$ cat src/rtl/adc_audio_decimator_pkg.sv
// Shared constants, sample type and the ADC code conversion for the audio decimator.
package audio_constants;

  localparam int unsigned ADC_WIDTH    = 12;
  localparam int unsigned SAMPLE_WIDTH = 16;
  localparam int unsigned DC_SHIFT     = 10;

  typedef logic signed [SAMPLE_WIDTH-1:0] audio_sample_t;

  // Offset-binary ADC code (0x800 = midscale) to two's complement.
  function automatic logic signed [ADC_WIDTH-1:0] offset_to_signed(
    input logic [ADC_WIDTH-1:0] code
  );
    return {~code[ADC_WIDTH-1], code[ADC_WIDTH-2:0]};
  endfunction

endpackage

$ cat src/rtl/adc_audio_decimator_sat_shift16.sv
// Combinational signed arithmetic shift (left for SHIFT>0, right for SHIFT<0)
// followed by saturation to a 16-bit signed sample, with a clip flag.
module sat_shift16
  import audio_constants::*;
#(
  parameter int unsigned IN_W  = 14,
  parameter int          SHIFT = 2
) (
  input  logic signed [IN_W-1:0] din,
  output audio_sample_t          sample_c,
  output logic                   clip_c
);

  localparam int unsigned LSH  = (SHIFT > 0) ? unsigned'(SHIFT)  : 0;
  localparam int unsigned RSH  = (SHIFT < 0) ? unsigned'(-SHIFT) : 0;
  localparam int unsigned EXT  = IN_W + LSH;
  // At least one bit wider than the sample so the limit compare is meaningful.
  localparam int unsigned WIDE = (EXT > SAMPLE_WIDTH + 1) ? EXT : SAMPLE_WIDTH + 1;

  localparam logic signed [WIDE-1:0] MAX_V = WIDE'(32767);
  localparam logic signed [WIDE-1:0] MIN_V = ~MAX_V;

  logic signed [WIDE-1:0] ext_c;
  logic signed [WIDE-1:0] shifted_c;

  // Full-width shift, then clamp to the 16-bit signed range.
  always_comb begin
    ext_c     = WIDE'(din);
    shifted_c = (ext_c <<< LSH) >>> RSH;
    sample_c  = SAMPLE_WIDTH'(shifted_c);
    clip_c    = 1'b0;
    if (shifted_c > MAX_V) begin
      sample_c = 16'sh7FFF;
      clip_c   = 1'b1;
    end else if (shifted_c < MIN_V) begin
      sample_c = 16'sh8000;
      clip_c   = 1'b1;
    end
  end

endmodule

$ cat src/rtl/adc_audio_decimator.sv
// ADC audio decimator: offset-binary to signed, block average of 2^DECIM_LOG2
// samples, saturating gain, 16-bit output strobe with clip flag.
// Optional build macro ADC_AUDIO_DC_BLOCK_EN adds a one-pole DC remover.
module adc_audio_decimator
  import audio_constants::*;
#(
  parameter int unsigned DECIM_LOG2 = 2,
  parameter int unsigned GAIN_SHIFT = 0
) (
  input  logic                 clk,
  input  logic                 reset_n,
  input  logic                 enable,
  input  logic [ADC_WIDTH-1:0] adc_data,
  input  logic                 adc_valid,
  output audio_sample_t        sample_out,
  output logic                 sample_valid,
  output logic                 clip
);

  localparam int unsigned CNT_W = (DECIM_LOG2 > 0) ? DECIM_LOG2 : 1;
  localparam int unsigned ACC_W = ADC_WIDTH + DECIM_LOG2;
  localparam int          SHIFT = 4 - int'(DECIM_LOG2) + int'(GAIN_SHIFT);
  localparam logic [CNT_W-1:0] LAST = CNT_W'((1 << DECIM_LOG2) - 1);

  logic signed [ADC_WIDTH-1:0] s_c;
  logic signed [ACC_W-1:0]     sum_next_c;
  logic signed [ACC_W-1:0]     acc;
  logic signed [ACC_W-1:0]     sum_r;
  logic [CNT_W-1:0]            count;
  logic                        sum_v;

  audio_sample_t x_sat_c;
  logic          x_clip_c;
  audio_sample_t out_c;
  logic          out_clip_c;

  assign s_c        = offset_to_signed(adc_data);
  assign sum_next_c = acc + ACC_W'(s_c);

  // Stage 1: accumulate one block, hand the sum to stage 2 with a one-cycle flag.
  always_ff @(posedge clk or negedge reset_n) begin
    if (!reset_n) begin
      acc   <= '0;
      count <= '0;
      sum_r <= '0;
      sum_v <= 1'b0;
    end else begin
      sum_v <= 1'b0;
      if (!enable) begin
        acc   <= '0;
        count <= '0;
      end else if (adc_valid) begin
        if (count == LAST) begin
          sum_r <= sum_next_c;
          sum_v <= 1'b1;
          acc   <= '0;
          count <= '0;
        end else begin
          acc   <= sum_next_c;
          count <= count + CNT_W'(1);
        end
      end
    end
  end

  sat_shift16 #(
    .IN_W  (ACC_W),
    .SHIFT (SHIFT)
  ) u_scale (
    .din      (sum_r),
    .sample_c (x_sat_c),
    .clip_c   (x_clip_c)
  );

`ifdef ADC_AUDIO_DC_BLOCK_EN
  localparam int unsigned DC_W   = SAMPLE_WIDTH + DC_SHIFT;
  localparam int unsigned DIFF_W = SAMPLE_WIDTH + 1;

  logic signed [DC_W-1:0]   dc_acc;
  audio_sample_t            dc_c;
  logic signed [DIFF_W-1:0] diff_c;
  audio_sample_t            y_c;
  logic                     dc_clip_c;

  assign dc_c   = SAMPLE_WIDTH'(dc_acc >>> DC_SHIFT);
  assign diff_c = DIFF_W'(x_sat_c) - DIFF_W'(dc_c);

  sat_shift16 #(
    .IN_W  (DIFF_W),
    .SHIFT (0)
  ) u_dc_sat (
    .din      (diff_c),
    .sample_c (y_c),
    .clip_c   (dc_clip_c)
  );

  // DC estimate integrates the unsaturated residual once per output sample.
  always_ff @(posedge clk or negedge reset_n) begin
    if (!reset_n) begin
      dc_acc <= '0;
    end else if (!enable) begin
      dc_acc <= '0;
    end else if (sum_v) begin
      dc_acc <= dc_acc + DC_W'(diff_c);
    end
  end

  assign out_c      = y_c;
  assign out_clip_c = x_clip_c | dc_clip_c;
`else
  assign out_c      = x_sat_c;
  assign out_clip_c = x_clip_c;
`endif

  // Stage 2: register the scaled sample; mute and suppress strobes while disabled.
  always_ff @(posedge clk or negedge reset_n) begin
    if (!reset_n) begin
      sample_out   <= '0;
      sample_valid <= 1'b0;
      clip         <= 1'b0;
    end else if (!enable) begin
      sample_out   <= '0;
      sample_valid <= 1'b0;
      clip         <= 1'b0;
    end else begin
      sample_valid <= sum_v;
      clip         <= sum_v & out_clip_c;
      if (sum_v) begin
        sample_out <= out_c;
      end
    end
  end

endmodule

$ cat config.mk
export PLATFORM = sky130hd
export DESIGN_NAME = adc_audio_decimator
export DESIGN_NICKNAME = d
export VERILOG_FILES = /design/src/rtl/adc_audio_decimator_pkg.sv /design/src/rtl/adc_audio_decimator_sat_shift16.sv /design/src/rtl/adc_audio_decimator.sv
export SDC_FILE = /design/constraint.sdc
export NUM_CORES = 1
export LEC_CHECK = 0
export CAP_MARGIN = 20
export CORE_UTILIZATION = 40
export DETAILED_ROUTE_END_ITERATION = 6
export PLACE_DENSITY = 0.6
export SYNTH_ARGS = -nofsm -noshare
export SYNTH_HDL_FRONTEND = slang
export SYNTH_SLANG_ARGS = --single-unit
$ cat constraint.sdc
create_clock -name clk -period 6.8 [get_ports clk]
set_clock_uncertainty 0.2 [all_clocks]
set_input_delay 0.68 -clock clk [delete_from_list [all_inputs] [get_ports clk]]
set_output_delay 0.68 -clock clk [all_outputs]
set_load 0.1 [all_outputs]
==> results of run 1 <==
how the worst max path moves through the flow:
stage               depth (start not counted)  slack, ns                     to
finish                                      9       3.68  sum_r[13]$_DFFE_PN0P_
global route                                9       3.45  sum_r[13]$_DFFE_PN0P_
CTS                                         9       3.69  sum_r[13]$_DFFE_PN0P_
detailed placement                          9       3.37  sum_r[13]$_DFFE_PN0P_
global placement                            9       3.40  sum_r[13]$_DFFE_PN0P_
floorplan                                   9       3.97  sum_r[13]$_DFFE_PN0P_
kinds of logic (layout without fill, tap and decap cells):
kind of cell | Yosys count | in the layout | share of synthesized area, %
compound gates | 63 | 63 | 17.4
xor+xnor | 11 | 11 | 3.91
fa+ha+maj | 15 | 15 | 7.93
buf+inv | 18 | 43 | 3.51
flops | 46 | 46 | 46.8
mux | 19 | 19 | 7.83
other cells | 1 | 3 | 0.152
simple gates | 62 | 62 | 12.5
layout make-up:
| type | count | area [um^2] |
|---|---|---|
| clock buffers | 6 | 72.6 |
| multi-input cells | 173 | 1230 |
| repair buffers | 32 | 327 |
| flip-flops and latches | 46 | 1150 |
| clock inverters | 2 | 37.5 |
| inverters | 3 | 11.3 |
| fillers | 559 | 3000 |
| well taps | 75 | 93.8 |
routing by layer:
| metal | GRT usage, % | vias up | part of all wire (%) |
|---|---|---|---|
| met5 | 0 | - | 0 |
| met4 | 5.71 | 0 | 1.5 |
| li1 | - | 874 | - |
| met1 | 26.1 | 838 | 53 |
| met2 | 24.5 | 25 | 43 |
| met3 | 3.41 | 6 | 2.5 |
cells in the mapped netlist, drive strengths merged, types with 2 or more instances:
cell / instances
ha: 14
o21bai: 2
clkbuf: 10
and2: 4
or2: 2
nor2b: 16
nor2: 7
mux2i: 17
xor2: 6
o21a: 2
inv: 3
buf: 5
nand3: 3
a21o: 5
mux2: 2
a21oi: 8
a211oi: 2
o21ai: 26
dfrtp: 46
o31ai: 4
a31oi: 2
o41ai: 2
xnor2: 5
nand2: 26
a22o: 2
through the flow:
step                util, %  power, W
finish                 49.4  0.000715
global route           49.4  0.000763
floorplan                 -  0.000470
global placement       47.0  0.000516
detailed placement     47.2  0.000519
CTS                    49.0  0.000722
flip-flops by register name (all words and copies together), names as in the netlist:
name / count
sample_out: 14
sample_valid: 1
acc: 14
count: 2
sum_v: 1
sum_r: 14
cells in the final DEF, fill, tap and decap left out, drive strengths merged, types with 6 or more instances in the layout:
cell           instances
dfrtp                 46
clkdlybuf4s50         29
nand2                 26
o21ai                 26
mux2i                 17
nor2b                 16
ha                    14
a21oi                  8
nor2                   7
xor2                   6
clkbuf                 6
report_power, final:
| part | switching [W] | total, W | internal, W |
|---|---|---|---|
| Clock | 0.0000917 | 0.000201 | 0.000110 |
| Combinational | 0.000106 | 0.000183 | 0.0000774 |
| Sequential | 0.0000226 | 0.000331 | 0.000308 |
worst max-delay path, stage by stage:
cell and delay [ns]:
sky130_fd_sc_hd__clkdlybuf4s50_1 0.64, sky130_fd_sc_hd__inv_1 0.11, sky130_fd_sc_hd__ha_1 0.37, sky130_fd_sc_hd__nand2_1 0.07, sky130_fd_sc_hd__o21ai_0 0.44, sky130_fd_sc_hd__mux2i_1 0.32, sky130_fd_sc_hd__o41ai_2 0.12, sky130_fd_sc_hd__nor3_1 0.24
sky130_fd_sc_hd__o31ai_2 0.09
==> reports/qor.log, run 1 <==
qor: timing.grt_setup_unrepaired false
qor: pwr.power.density_cell_area 245 mW/mm^2
qor: timing.setup_tns 0 ns
qor: timing.final.hold.worst_slack 0.151 ns
qor: critical_path.setup.reg_to_reg.worst_slack 4.15 ns
qor: placement.place_hpwl 3520 um
qor: placement.placedInstanceArea 0.00279 mm^2
qor: cts.cts_buffers 5
qor: cts.cts_tree done
qor: cts.cts.root.buffer_cell sky130_fd_sc_hd__clkbuf_8
qor: critical_path.worstRegToRegCells 8
qor: run.cap_viol_max_count 0
qor: yosys.synth_area_per_cell 10.5 um^2
qor: critical_path.launch_point_of_the_worst_reg_to_reg_path acc[0]$_DFFE_PN0P_
qor: yosys.post-synth-top-area-cell sky130_fd_sc_hd__dfrtp_1
qor: pwr.max-vdd-ir-drop 0.0913 mV
qor: yosys.total_of_flip_flops_plus_latches_after_synthesis 46
qor: die.initial_utilization 41.6%
qor: finish.area_growth 18.8%
qor: cts.holdBufCountCts 0
qor: timing.layout_worst_path_cycle_share 45.9%
qor: global_route.grt_pass1_wl 8400 um
qor: yosys.ys_async_sr_fraction 100%
qor: routing.initialDrtViolationCount 67
qor: critical_path.timing.critical_path.required 6.75 ns
qor: die.core.rowCount 28
qor: critical_path.reg2reg_to sum_r[10]$_DFFE_PN0P_
qor: hold_path.hold_class input port to asynchronous set/reset pin
qor: routing.postRouteAntennaNets 0
qor: cts.clock_insertion_delay_worst_skew 0.30 ns
qor: finish.antenna-diode-count 0
qor: die.die-height 80.4 um
qor: timing.timing_worst_slew_pin_value 0.972 ns
qor: placement.placed_cells_incl_taps 328
qor: critical_path.worst-path-max-fanout 9
qor: cts.post_cts.resized_instances 0
qor: timing.timing.slew.headroom 35.0%
qor: finish.postLayoutCellArea 0.00292 mm^2
qor: critical_path.crit_path_start_kind input port
qor: routing.post_drt_via_cell_ratio 5.17
qor: cts.cts.repair_timing.setup_buffer_count 0
qor: yosys.synth_edf_count 0
qor: critical_path.timing_worst_setup_path_type input port to flop
qor: pwr.static-leakage-power 1.29 nW
qor: yosys.synth.yosys.seq_area_share 46.8%
qor: timing.minimum_clock_period 3.12 ns
qor: outcome.status finished, final reports clean
qor: global_route.track_usage 17.3%
qor: critical_path.worst_setup_end_kind flop
qor: global_route.grt_start_max_net_pins 47
qor: yosys.synth.lib_cells_used.distinct 47
qor: routing.post_drt_wl_per_cell 14.4 um
qor: routing.drt_pre_antenna_iters 4
qor: finish.layoutNonFillerInstCount 337
qor: critical_path.startpoint adc_data[11]
qor: timing.setup_viol 0
qor: die.dieArea 0.00647 mm^2
qor: global_route.grt_overflow 0
qor: die.placeableCoreArea 0.00592 mm^2
qor: timing.timing.final.max_slew_violations 0
qor: yosys.synth-warning-count 0
qor: cts.cts_buffer_depth 2
qor: yosys.synth_top_area_share 46.8%
qor: finish.design.final.nets 292
qor: global_route.via_count_of_the_first_global_routing_pass 1,663
qor: placement.port_buffers 30
qor: die.boundaryPins 34
qor: timing.maxClockFrequency 321 MHz
qor: critical_path.worst-endpoint-arrival 3.07 ns
qor: yosys.synthesis.instances 235
qor: placement.place.gp.congestion 0.790
qor: cts.cts_num_sinks 46
qor: routing.drt_drc_violations_left 0
qor: timing.hold_violations 0
qor: die.die_w 80.4 um
qor: timing.timing.final.ws_setup 3.68 ns
qor: routing.routed_wl 4840 um
qor: yosys.leading_cell_types_by_total_area_after_synthesis sky130_fd_sc_hd__dfrtp_1, sky130_fd_sc_hd__ha_1, sky130_fd_sc_hd__mux2i_1
qor: finish.post_route_cells_drive_above_1_share 7.25%
qor: cts.cts.clk_slew.worst_paths 0.08 ns
qor: global_route.grt_antenna_before_repair 0
qor: routing.routed-via-count 1,743
qor: yosys.synth_flop_cell sky130_fd_sc_hd__dfrtp_1
qor: cts.ctsHtreeMaxLevel 2
qor: placement.detailedPlace.worstSlack 3.37 ns
qor: yosys.synth_area 0.00246 mm^2
(Power assumes the default switching activity.)
==> inputs of run 2 (changes only) <==
Clock period 6.8 ns to 3.18 ns, I/O delays scaled along.
==> run 2 against run 1 <==
Worst setup slack got worse by 3.1 ns. Sequential cell count unchanged. Sequential power increased by 110%. Worst hold slack improved by 0.045 ns. Critical endpoint unchanged. Cell count increased by 1.8%. Sequential share of layout area decreased by 0.12 points. Highest routed layer unchanged. Core utilization increased by 0.15 points. Cell area increased by 0.30%. Combinational power increased by 120%.
==> reports/qor.log, run 2 (synthesis gave the netlist of run 1 again) <==
qor: cts.holdBufCountCts 0 [unchanged]
qor: finish.mostFrequentLayoutCells sky130_fd_sc_hd__dfrtp_1, sky130_fd_sc_hd__nand2_1, sky130_fd_sc_hd__o21ai_0
qor: critical_path.cp_num_cells 9 [unchanged]
qor: pwr.report.power.total 0.00156 W [+120%]
qor: routing.drt_drc_violations_left 0 [unchanged]
qor: global_route.grt_start_max_net_pins 47 [unchanged]
qor: critical_path.startpoint adc_data[11]
qor: placement.placedInstanceArea 0.00279 mm^2 [-0.13%]
qor: critical_path.reg2reg_to sum_r[13]$_DFFE_PN0P_
qor: timing.timing.final.ws_setup 0.541 ns [-3.14 ns]
qor: routing.postRouteAntennaNets 0 [unchanged]
qor: cts.cts_buffers 5 [unchanged]
qor: cts.post_cts.resized_instances 0 [unchanged]
qor: finish.layout_commonest_cell sky130_fd_sc_hd__dfrtp_1
qor: finish.antenna-diode-count 0 [unchanged]
qor: cts.cts_buffer_depth 2 [unchanged]
qor: timing.timing.slew.headroom 48.3% [+13 points]
qor: timing.hold_violations 0 [unchanged]
qor: routing.initialDrtViolationCount 117 [+75%]
qor: pwr.static-leakage-power 1.35 nW [+4.9%]
qor: finish.layout_top_registers acc x14, sample_out x14, sum_r x14
qor: die.initial_utilization 41.6% [unchanged]
qor: cts.cts_tree done
qor: critical_path.timing_worst_setup_path_type input port to flop
qor: global_route.grt_pass1_wl 8520 um [+1.5%]
qor: critical_path.critical_path.max_stage_delay 0.49 ns [-0.15 ns]
qor: timing.setup_tns 0 ns [unchanged]
qor: finish.area_growth 19.2%
qor: finish.design.final.nets 298 [+2.1%]
qor: timing.setup_viol 0 [unchanged]
qor: global_route.grt_antenna_before_repair 0 [unchanged]
qor: routing.drt_pre_antenna_iters 4 [unchanged]
qor: routing.post_drt_wl_per_cell 14.7 um [+2.7%]
qor: global_route.track_usage 17.7% [+0.41 points]
qor: critical_path.timing.critical_path.required 3.17 ns [-3.58 ns]
qor: routing.post_drt_via_cell_ratio 5.17 [about the same]
qor: run.cap_viol_max_count 0 [unchanged]
qor: die.die-height 80.4 um [unchanged]
qor: cts.clock_insertion_delay_worst_skew 0.31 ns [about the same]
qor: timing.final.hold.worst_slack 0.196 ns [+0.0450 ns]
qor: critical_path.crit_path_cell_trace clkdlybuf4s50_1 -> inv_1 -> ha_1 -> nand2_1 -> o21ai_0 -> mux2i_1 -> o41ai_2 -> nor3_1 -> o31ai_2
qor: finish.final.fill_count 578 [+3.4%]
qor: routing.routed-via-count 1,774 [+1.8%]
qor: critical_path.crit_path_start_kind input port
qor: die.die_w 80.4 um [unchanged]
qor: timing.maxClockFrequency 379 MHz
qor: finish.postLayoutCellArea 0.00293 mm^2 [+0.30%]
qor: timing.timing_worst_slew_pin_value 0.776 ns [-0.196 ns]
qor: global_route.grt_overflow 0 [unchanged]
qor: timing.layout_worst_path_cycle_share 83.0%
qor: critical_path.worst-endpoint-arrival 2.63 ns [-0.44 ns]
qor: cts.cts.clk_slew.worst_paths 0.09 ns [about the same]
qor: critical_path.slowest_stage sky130_fd_sc_hd__clkdlybuf4s50_1
qor: die.core.rowCount 28 [unchanged]
qor: finish.post_route_cells_drive_above_1_share 14.9% [+7.7 points]
qor: critical_path.critical_path.endpoint sum_r[13]$_DFFE_PN0P_
qor: die.dieArea 0.00647 mm^2 [unchanged]
qor: cts.cts.repair_timing.setup_buffer_count 0 [unchanged]
qor: routing.routed_wl 5060 um [+4.5%]
qor: critical_path.setup.reg_to_reg.worst_slack 0.61 ns [-3.54 ns]
qor: cts.cts.root.buffer_cell sky130_fd_sc_hd__clkbuf_8
qor: critical_path.launch_point_of_the_worst_reg_to_reg_path acc[10]$_DFFE_PN0P_
qor: placement.detailedPlace.worstSlack 0.271 ns [-3.10 ns]
qor: timing.timing.final.max_slew_violations 0 [unchanged]
qor: die.boundaryPins 34 [unchanged]
qor: pwr.power.density_cell_area 532 mW/mm^2 [+120%]
qor: cts.cts_num_sinks 46 [unchanged]
qor: placement.place_hpwl 3540 um [+0.55%]
qor: timing.minimum_clock_period 2.64 ns
qor: hold_path.hold_class input port to asynchronous set/reset pin
qor: cts.ctsHtreeMaxLevel 2 [unchanged]
qor: placement.place.gp.congestion 0.854 [+8.2%]
qor: pwr.max-vdd-ir-drop 0.192 mV [+110%]
qor: die.placeableCoreArea 0.00592 mm^2 [unchanged]
qor: outcome.status finished, final reports clean
qor: critical_path.worst_setup_end_kind flop
qor: critical_path.worst-path-max-fanout 5 [-4]
qor: timing.grt_setup_unrepaired false
qor: critical_path.cell_family_with_most_cp_delay compound AO/OA/AOI/OAI gates
qor: critical_path.cp_num_buf_inv 2 [unchanged]
qor: global_route.via_count_of_the_first_global_routing_pass 1,704 [+2.5%]
qor: critical_path.worstRegToRegCells 7 [-1]
qor: placement.port_buffers 30 [unchanged]
run 2: layout make-up:
class	instances	area, um^2	area share (%)
tap	75	93.8	3.20
sequential	46	1150	39.2
multi-input combinational	173	1230	42.0
inverter	3	11.3	0.384
clock buffer	5	68.8	2.35
clock inverter	3	43.8	1.49
timing repair buffer	38	333	11.3
run 2: worst register-to-register path, stage by stage, from the launching register on:
cell	delay, ns
sky130_fd_sc_hd__dfrtp_1	0.40
sky130_fd_sc_hd__ha_1	0.40
sky130_fd_sc_hd__a21oi_1	0.10
sky130_fd_sc_hd__o21ai_0	0.50
sky130_fd_sc_hd__mux2i_1	0.32
sky130_fd_sc_hd__o41ai_2	0.12
sky130_fd_sc_hd__nor3_1	0.30
sky130_fd_sc_hd__o31ai_2	0.11
run 2: per-layer routing:
metal	share of wire, %	global-route usage, %	vias to the layer above
met3	3.4	3.75	10
met2	43	25.9	35
met5	0	0	-
li1	-	-	889
met4	1.7	6.43	0
met1	52	25.6	840
run 2: stage by stage:
step                      instances  utilization [%]
final                           343             49.5
after global placement          333             47.1
after global routing            343             49.5
after detailed placement        333             47.1
after CTS                       341             49.0
after floorplan                 237                -
run 2: worst min path at each step:
| stage | from | endpoint | depth (start not counted) |
|---|---|---|---|
| 2_1_floorplan | reset_n | acc[0]$_DFFE_PN0P_ | 0 |
| 6_report | reset_n | acc[11]$_DFFE_PN0P_ | 2 |
| 3_3_place_gp | sum_r[2]$_DFFE_PN0P_ | sum_r[2]$_DFFE_PN0P_ | 2 |
| 3_5_place_dp | sum_r[12]$_DFFE_PN0P_ | sum_r[12]$_DFFE_PN0P_ | 2 |
| 4_1_cts | reset_n | sample_out[11]$_DFFE_PN0P_ | 1 |
| 5_1_grt | reset_n | sample_out[11]$_DFFE_PN0P_ | 2 |
run 2: where the power goes:
part | internal (W) | total (W) | switching (W)
clock network | 0.000236 | 0.000450 | 0.000214
registers | 0.000659 | 0.000706 | 0.0000464
logic | 0.000171 | 0.000404 | 0.000234
==> inputs of run 3 (changes only) <==
Settings changed: PLACE_DENSITY 0.6 to 0.63.
Clock period 3.18 ns to 2.3 ns, I/O delays scaled along.
==> run 3 against run 2 <==
First-iteration DRC count is 22% lower. Cell area up 12%. Die area did not move. Clock power grew 36%. Core utilization increased by 6.1 points. Wire length is 5.6% higher. Worst setup slack got worse by 0.53 ns. Register-to-register slack got worse by 0.60 ns. Non-clock buffer count rose by 35. Sequential cell count did not move. Combinational power is 91% higher.
==> reports/qor.log, run 3 (synthesis gave the netlist of run 1 again) <==
qor: finish.postLayoutCellArea 0.00329 mm^2 [+12%]
qor: cts.cts_buffer_depth 2 [unchanged]
qor: die.boundaryPins 34 [unchanged]
qor: cts.ctsHtreeMaxLevel 2 [unchanged]
qor: timing.timing.final.max_slew_violations 0 [unchanged]
qor: critical_path.timing.critical_path.required 2.29 ns [-0.88 ns]
qor: run.cap_viol_max_count 0 [unchanged]
qor: die.placeableCoreArea 0.00592 mm^2 [unchanged]
qor: finish.regArea 0.00115 mm^2 [unchanged]
qor: pwr.static-leakage-power 1.54 nW [+14%]
qor: finish.finish.utilization 55.6% [+6.1 points]
qor: placement.place_hpwl 3770 um [+6.3%]
qor: cts.cts.clk_slew.worst_paths 0.09 ns [about the same]
qor: critical_path.cell_family_with_most_cp_delay compound AO/OA/AOI/OAI gates
qor: pwr.max-vdd-ir-drop 0.304 mV [+59%]
qor: placement.placedInstanceArea 0.00305 mm^2 [+9.2%]
qor: pwr.cellInternalPower 0.00161 W [+52%]
qor: critical_path.crit_path_cell_trace ha_2 -> fa_2 -> a21o_1 -> a21oi_2 -> buf_4 -> o21bai_1 -> a21oi_2 -> xor2_1 -> o21ai_1
qor: die.dieArea 0.00647 mm^2 [unchanged]
qor: routing.drt_drc_violations_left 0 [unchanged]
qor: critical_path.timing_worst_setup_path_type flop to flop
qor: finish.area_growth 33.8%
qor: routing.initialDrtViolationCount 91 [-22%]
qor: critical_path.worst_setup_end_kind flop
qor: critical_path.cp_num_buf_inv 1 [-1]
qor: global_route.grt_pass1_wl 8830 um [+3.6%]
qor: outcome.status finished, final reports clean
qor: routing.routed-via-count 1,917 [+8.1%]
qor: critical_path.critical_path.max_stage_delay 0.39 ns [-0.10 ns]
qor: placement.port_buffers 30 [unchanged]
qor: routing.postRouteAntennaNets 0 [unchanged]
qor: die.core.rowCount 28 [unchanged]
qor: timing.maxClockFrequency 437 MHz
qor: global_route.grt_start_max_net_pins 47 [unchanged]
qor: routing.routed_wl 5340 um [+5.6%]
qor: routing.drt_pre_antenna_iters 4 [unchanged]
qor: cts.cts_buffers 5 [unchanged]
qor: timing.minimum_clock_period 2.29 ns
qor: die.die_w 80.4 um [unchanged]
qor: finish.final.fill_count 526 [-9.0%]
qor: die.die-height 80.4 um [unchanged]
qor: finish.layout_top_registers acc x14, sample_out x14, sum_r x14
qor: cts.cts_tree done
qor: finish.design.final.nets 333 [+12%]
qor: routing.post_drt_via_cell_ratio 5.07 [-1.9%]
qor: global_route.grt_antenna_before_repair 0 [unchanged]
qor: finish.mostFrequentLayoutCells sky130_fd_sc_hd__buf_4, sky130_fd_sc_hd__dfrtp_1, sky130_fd_sc_hd__nand2_1
qor: finish.multi_input_comb_area 0.00133 mm^2 [+8.2%]
qor: timing.setup_viol 0 [unchanged]
qor: critical_path.slowest_stage sky130_fd_sc_hd__dfrtp_1
qor: pwr.netSwitchingPower 0.000745 W [+51%]
qor: cts.cts.root.buffer_cell sky130_fd_sc_hd__clkbuf_8
qor: hold_path.hold_class input port to asynchronous set/reset pin
qor: timing.hold_violations 0 [unchanged]
qor: pwr.clockPowerShare 25.9% [-2.9 points]
qor: critical_path.worst-endpoint-arrival 2.28 ns [-0.35 ns]
qor: critical_path.cell_repeated_most_along_the_worst_path sky130_fd_sc_hd__a21oi_2
qor: pwr.combPwrFrac 32.6% [+6.7 points]
qor: global_route.grt_overflow 0 [unchanged]
qor: pwr.netSwitchingFraction 31.6% [-0.099 points]
qor: placement.place.gp.congestion 0.829 [-3.0%]
qor: finish.post_route_cells_drive_above_1_share 29.7% [+15 points]
qor: routing.post_drt_wl_per_cell 14.1 um [-4.2%]
qor: critical_path.crit_path_start_kind flop
qor: cts.clock_insertion_delay_worst_skew 0.31 ns [about the same]
qor: finish.antenna-diode-count 0 [unchanged]
qor: timing.final.hold.worst_slack 0.238 ns [+0.0428 ns]
qor: pwr.p_seq_share 41.5% [-3.7 points]
qor: timing.layout_worst_path_cycle_share 99.6%
qor: pwr.report.power.total 0.00236 W [+51%]
qor: pwr.power.density_cell_area 717 mW/mm^2 [+35%]
qor: global_route.track_usage 18.0% [+0.27 points]
qor: die.initial_utilization 41.6% [unchanged]
qor: global_route.via_count_of_the_first_global_routing_pass 1,819 [+6.7%]
qor: finish.layout_commonest_cell sky130_fd_sc_hd__buf_4
qor: cts.cts_num_sinks 46 [unchanged]
qor: timing.grt_setup_unrepaired true
qor: critical_path.worst-path-max-fanout 3 [-2]
-- run 3: changes by cell type in the layout (fill, tap and decap cells not counted), moves of 4 or more --
cell / previous run / this run
sky130_fd_sc_hd__buf_4: 21 / 56
sky130_fd_sc_hd__a21oi_1: 7 / 3
sky130_fd_sc_hd__o21ai_0: 24 / 18
sky130_fd_sc_hd__a21oi_2: 0 / 4
sky130_fd_sc_hd__o21ai_1: 2 / 7
-- run 3: power by group through the flow --
stage | combinational [W] | clock [W] | sequential [W]
detailed placement | 0.000674 | 0 | 0.000995
CTS | 0.000697 | 0.000620 | 0.000978
global route | 0.000843 | 0.000656 | 0.000993
finish | 0.000771 | 0.000611 | 0.000979
global placement | 0.000663 | 0 | 0.000989
floorplan | 0.000416 | 0 | 0.000976
-- run 3: final cells by class --
cell class | count | share of cell area [%]
Multi-Input combinational cell | 173 | 40.5
Clock inverter | 2 | 1.14
Sequential cell | 46 | 35.0
Clock buffer | 6 | 2.20
Timing Repair Buffer | 73 | 18.0
Inverter | 3 | 0.342
Tap cell | 75 | 2.85
-- run 3: final timing paths --
| kind | from | endpoint | slack, ns | depth (start not counted) |
|---|---|---|---|---|
| worst max register to register | acc[0]$_DFFE_PN0P_ | acc[6]$_DFFE_PN0P_ | 0.01 | 9 |
| worst min register to register | sum_r[5]$_DFFE_PN0P_ | sum_r[5]$_DFFE_PN0P_ | 0.29 | 2 |
| min in group clk | sum_r[5]$_DFFE_PN0P_ | sum_r[5]$_DFFE_PN0P_ | 0.29 | 2 |
| worst min-delay path | reset_n | sample_out[11]$_DFFE_PN0P_ | 0.24 | 3 |
| max in group asynchronous | reset_n | acc[1]$_DFFE_PN0P_ | 1.45 | 3 |
| worst max-delay path | acc[0]$_DFFE_PN0P_ | acc[6]$_DFFE_PN0P_ | 0.01 | 9 |
-- run 3: stage by stage --
stage	worst slack, ns	TNS (ns)	instances
floorplan	0.0148	0	237
global placement	-0.346	-4.01	365
detailed placement	-0.369	-4.64	365
CTS	0.0145	0	378
global route	-0.100	-0.768	378
finish	0.00979	0	378
-- run 3: worst reg2reg max path, stage by stage, from the launching register on --
cell and delay [ns]:
sky130_fd_sc_hd__dfrtp_1 0.39, sky130_fd_sc_hd__ha_2 0.19, sky130_fd_sc_hd__fa_2 0.34, sky130_fd_sc_hd__a21o_1 0.19
sky130_fd_sc_hd__a21oi_2 0.18, sky130_fd_sc_hd__buf_4 0.16, sky130_fd_sc_hd__o21bai_1 0.08, sky130_fd_sc_hd__a21oi_2 0.13
sky130_fd_sc_hd__xor2_1 0.24, sky130_fd_sc_hd__o21ai_1 0.08
-- run 3: timing repair --
action,in CTS,in global routing
pin swaps,12,9
hold buffers,1,0
endpoints found under the hold margin,46,0
resized for setup,4,20
setup endpoints to repair,10,12
setup buffers,4,0
-- run 3: routing by layer --
metal	part of all wire, %	vias up	GRT usage (%)
li1	-	961	-
met3	3.3	11	3.41
met2	44	39	26.4
met5	0	-	0
met1	51	906	26.1
met4	2.1	0	6.43
